[src/rtl/memory_arbiter_pkg.sv]
// Shared definitions for the RAM1 port arbiter:
// FSM state encoding, requester indices and default timeout.
package memory_arbiter_pkg;

    typedef enum logic [1:0] {
        ST_IDLE   = 2'd0,
        ST_ACCESS = 2'd1,
        ST_DONE   = 2'd2
    } arb_state_t;

    localparam int REQ_CPU = 0;
    localparam int REQ_DBG = 1;

    localparam int DEFAULT_MFC_TIMEOUT = 15;

endpackage

[src/rtl/rr_arbiter_2.sv]
// Two-way round-robin picker: combinational winner,
// registered pointer remembering who was served last.
module rr_arbiter_2
    import memory_arbiter_pkg::*;
(
    input  logic       clk_27,
    input  logic       Reset,
    input  logic [1:0] Req,
    input  logic       update,
    output logic [1:0] winner
);

    // High when the debug requester won the most recent grant.
    // Resets high so the processor wins the first tie.
    logic last_dbg;

    // Pick the requester that was not served last on a tie.
    always_comb begin
        winner = Req;
        if (Req == 2'b11) begin
            winner = last_dbg ? 2'b01 : 2'b10;
        end
    end

    // Remember the winner whenever a grant is actually issued.
    always_ff @(posedge clk_27) begin
        if (Reset) begin
            last_dbg <= 1'b1;
        end else if (update) begin
            last_dbg <= winner[REQ_DBG];
        end
    end

endmodule

[src/rtl/ram_port_arbiter.sv]
// Shares the RAM1 port between the processor and the debug viewer.
// Round-robin grant, MFC handshake with timeout, one-cycle Done pulse.
module ram_port_arbiter
    import memory_arbiter_pkg::*;
#(
    parameter int ADDR_W      = 32,
    parameter int DATA_W      = 32,
    parameter int MFC_TIMEOUT = DEFAULT_MFC_TIMEOUT
) (
    input  logic              clk_27,
    input  logic              Reset,
    input  logic [1:0]        Req,
    input  logic [1:0]        Read_H_Write_L,
    input  logic [ADDR_W-1:0] Address0,
    input  logic [ADDR_W-1:0] Address1,
    input  logic [DATA_W-1:0] Data_In0,
    input  logic [DATA_W-1:0] Data_In1,
    output logic [DATA_W-1:0] Data_Out,
    output logic [1:0]        Done,
    output logic [1:0]        Error,
    output logic [1:0]        Grant,
    output logic [ADDR_W-1:0] RAM1_Address,
    output logic              RAM1_Read_H_Write_L,
    output logic              RAM1_Out_Enable,
    output logic [DATA_W-1:0] RAM1_Data_In,
    input  logic [DATA_W-1:0] RAM1_Data_Out,
    input  logic              RAM1_MFC
);

    localparam int CNT_W = $clog2(MFC_TIMEOUT + 1);

    arb_state_t       state;
    logic [CNT_W-1:0] cnt;
    logic [1:0]       winner;
    logic             start;
    logic             pick_dbg;

    // A stale MFC from the previous access holds off the next grant.
    assign start    = (state == ST_IDLE) && (|Req) && !RAM1_MFC;
    assign pick_dbg = winner[REQ_DBG];

    rr_arbiter_2 u_rr (
        .clk_27 (clk_27),
        .Reset  (Reset),
        .Req    (Req),
        .update (start),
        .winner (winner)
    );

    // Grant / access / completion sequencer with registered outputs.
    always_ff @(posedge clk_27) begin
        if (Reset) begin
            state               <= ST_IDLE;
            cnt                 <= '0;
            Grant               <= 2'b00;
            Done                <= 2'b00;
            Error               <= 2'b00;
            Data_Out            <= '0;
            RAM1_Address        <= '0;
            RAM1_Data_In        <= '0;
            RAM1_Read_H_Write_L <= 1'b1;
            RAM1_Out_Enable     <= 1'b0;
        end else begin
            unique case (state)
                ST_IDLE: begin
                    Done  <= 2'b00;
                    Error <= 2'b00;
                    if (start) begin
                        state           <= ST_ACCESS;
                        cnt             <= '0;
                        Grant           <= winner;
                        RAM1_Out_Enable <= 1'b1;
                        RAM1_Address    <= pick_dbg ? Address1 : Address0;
                        RAM1_Data_In    <= pick_dbg ? Data_In1 : Data_In0;
                        RAM1_Read_H_Write_L <= pick_dbg
                            ? Read_H_Write_L[REQ_DBG]
                            : Read_H_Write_L[REQ_CPU];
                    end
                end
                ST_ACCESS: begin
                    if (RAM1_MFC) begin
                        state           <= ST_DONE;
                        Done            <= Grant;
                        Error           <= 2'b00;
                        Grant           <= 2'b00;
                        RAM1_Out_Enable <= 1'b0;
                        if (RAM1_Read_H_Write_L) begin
                            Data_Out <= RAM1_Data_Out;
                        end
                    end else if (cnt == CNT_W'(MFC_TIMEOUT)) begin
                        state           <= ST_DONE;
                        Done            <= Grant;
                        Error           <= Grant;
                        Grant           <= 2'b00;
                        RAM1_Out_Enable <= 1'b0;
                    end else begin
                        cnt <= cnt + 1'b1;
                    end
                end
                ST_DONE: begin
                    state <= ST_IDLE;
                    cnt   <= '0;
                    Done  <= 2'b00;
                    Error <= 2'b00;
                end
                default: begin
                    state <= ST_IDLE;
                end
            endcase
        end
    end

endmodule

[config.mk]
export PLATFORM = sky130hd
export DESIGN_NAME = ram_port_arbiter
export DESIGN_NICKNAME = d
export VERILOG_FILES = /design/src/rtl/memory_arbiter_pkg.sv /design/src/rtl/rr_arbiter_2.sv /design/src/rtl/ram_port_arbiter.sv
export SDC_FILE = /design/constraint.sdc
export NUM_CORES = 1
export LEC_CHECK = 0
export CAP_MARGIN = 40
export CORE_ASPECT_RATIO = 0.7
export CORE_MARGIN = 2
export CORE_UTILIZATION = 35
export DETAILED_ROUTE_END_ITERATION = 12
export PLACE_DENSITY = 0.85
export SYNTH_ARGS = -nofsm -noshare
export SYNTH_HDL_FRONTEND = slang
export SYNTH_SLANG_ARGS = --single-unit
[constraint.sdc]
create_clock -name clk_27 -period 1.7 [get_ports clk_27]
set_clock_uncertainty 0.05 [all_clocks]
set_input_delay 0.51 -clock clk_27 [delete_from_list [all_inputs] [get_ports clk_27]]
set_output_delay 0.51 -clock clk_27 [all_outputs]
set_load 0.02 [all_outputs]
==> reports/qor.yml <==
synth_top_area_share: 0.469
p_per_area_nw_per_um2: 836
n_antenna_cell: 0
drt-total-wl_um: 15700
cts.sinks: 111
postLayoutCoreUtil: 0.612
post-route-min-period_ns: 1.65
synthMostInstantiatedCell: "nand2_1"
antenna_left: 0
min_from: "Data_Out[27]"
leakage_nw: 3.47
grt_pass1_vias: 4723
crit_family: "flip-flops"
cts_tree: "yes"
tightest_slew_ns: 0.310
grt_max_degree: 34
max_freq_mhz: 606
ys.flop_type: "dfxtp_1"
core_region_area_um2: 13200
synth_area_leaders: "dfxtp_1 47%, nand2_1 11%, a21oi_1 11%, a211oi_2 7.1%, a211oi_1 5.9%"
die_area_um2: 14500
finalCritPeriodShare: 0.970
synth.net_count: 750
rsz0062_at_grt: "no"
antenna_found_initial: 0
whs_endpoint: "Data_Out[27]"
async_reset_ff_frac: 0
yosys.area.top_type: "dfxtp_1"
io_pins: 271
yosysWarnings: 0
track_usage: 0.205
synthCells: 582
yosysSeqAreaShare: 0.469
synthTopCellsByCount: "140 x nand2_1, 111 x dfxtp_1, 103 x a21oi_1"
place_area_um2: 7780
cts_buffer_depth: 2
whs_path_depth: 2
yosys.cell_types.count: 33
critPathKind: "register to primary output"
final_layout_size_suffix_gt1_frac: 0.106
insertion_delay_ns: 0.34
ys_seq_elements: 111
cp.arrival_ns: 1.09
area_growth_pct: 70.3
grt_first_pass_wirelength_um: 23700
wl_per_cell_um: 15.1
viasPerCell: 4.92
finalHoldViolCount: 0
r2r-start: "state[0]"
irDropWorstVdd_uv: 443
cts_made_buffers: 9
cp_max_fo: 2
status: "finished clean"
syn_avg_cell_area_um2: 8.14
cts_root_buf: "clkbuf_16"
dp_hpwl_um: 11500
dr.pass1.iters: 5
drt-initial-drc-count: 242
cap_viol_max_count: 0
r2r_setup_slack_ns: 0.14
cp.required_ns: 1.14
drc: 0
initial_core_util: 0.359
htreeDepth: 3
vias: 5100
nets: 1014
placement_rows: 35
finish.instance_area_um2: 8060
overflow: 0
max_stage_delay_ns: 0.37
synth_edf_count: 0
clk_pin_slew_ns: 0.07
die-width_um: 143
cp-end-kind: "primary output"
reg2reg_to: "RAM1_Data_In[26]"
reg2reg_depth: 6
start_kind: "register"
worstPathBufferInverterCount: 1
slew_headroom: 0.792
path_cells: "dlygate4sd2_1"
portBuffers: 270
die_h_um: 101
min_path_type: "register to register"
gp_congestion: 0.792
crit_path_top_delay_cell: "dfxtp_1"
fillers: 1181
drv_slew: 0
setup_viol: 0
synthesis.area_um2: 4740
state kept, by name, summed over array words and instances, names as in the netlist:
| name | flops |
|---|---|
| Data_Out | 32 |
| RAM1_Address | 32 |
| RAM1_Data_In | 32 |
| cnt | 4 |
| Done | 2 |
| Error | 2 |
| Grant | 2 |
| state | 2 |
| RAM1_Out_Enable | 1 |
| RAM1_Read_H_Write_L | 1 |
| u_rr.last_dbg | 1 |
metal layers:
metal,share of wire,GRT usage,up-vias
li1,-,-,2515
met1,0.44,0.250,2380
met2,0.48,0.360,190
met3,0.069,0.0600,15
met4,0.012,0.0480,0
met5,0,0,-
where the power goes:
group | switching [mW] | internal (mW) | leakage (nW)
sequential | 0.0870 | 2.78 | 0.910
clock | 0.973 | 1.19 | 0.153
combinational | 0.857 | 0.852 | 2.41
total | 1.92 | 4.82 | 3.47
per-stage QoR:
stage | TNS [ns] | hold WS [ns] | power (mW) | worst slack, ns | cells
final | 0 | 0.402 | 6.74 | 0.0505 | 1036
after global routing | 0 | 0.423 | 7.03 | 0.00744 | 1036
after CTS | 0 | 0.403 | 6.76 | 0.0138 | 1033
after detailed placement | -35.90 | 0.396 | 4.71 | -0.440 | 1017
after global placement | -33.35 | 0.391 | 4.69 | -0.362 | 1017
after floorplan | 0 | 0.411 | 3.76 | 0.0368 | 582
cell type report:
type                       count  area, um2  share of cell area
multi-input combinational    419       2250               0.279
sequential                   111       2220               0.276
timing repair buffer         304       3050               0.378
tap                          185        231              0.0287
clock inverter                 6       66.3             0.00822
clock buffer                  10        239              0.0296
inverter                       1       3.75            0.000465
repair_timing:
action	CTS	global route
hold buffers	0	0
resized for setup	110	6
gates cloned	0	2
buffers inserted	0	1
endpoints found under the setup margin	137	8
pin swaps	0	5
cells by family (layout without fill, tap and decap cells):
logic type	Yosys count	after routing	synth area share
fa+ha+maj	1	1	0.00264
flops	111	111	0.469
buf+inv	52	321	0.0629
mux	1	1	0.00211
compound gates	181	181	0.262
simple gates	236	236	0.201
placed cells by master (no fill, tap or decap), types with 2 or more instances in the layout:
cell,instances
clkdlybuf4s50_1,162
nand2_1,139
dfxtp_1,111
dlygate4sd2_1,106
a21oi_1,103
nor2_1,69
a211oi_1,34
a211oi_2,30
buf_4,17
buf_12,15
clkbuf_16,11
nand3_1,10
nand2b_1,6
o21ai_0,3
nor3_1,3
a31oi_1,2
and3_1,2
clkinv_2,2
inv_6,2
worst max-delay path by stage:
stage                          start               end  slack (ns)  cells after the start
finish              RAM1_Address[21]  RAM1_Address[21]        0.05                      1
global route        RAM1_Address[21]  RAM1_Address[21]       0.007                      1
CTS                 RAM1_Address[21]  RAM1_Address[21]        0.01                      1
detailed placement            Req[1]  RAM1_Address[17]       -0.44                      5
global placement              Req[1]  RAM1_Address[28]       -0.36                      5
floorplan                   RAM1_MFC   RAM1_Address[0]        0.04                      7
Note: power is estimated with default switching activity, not from simulation.
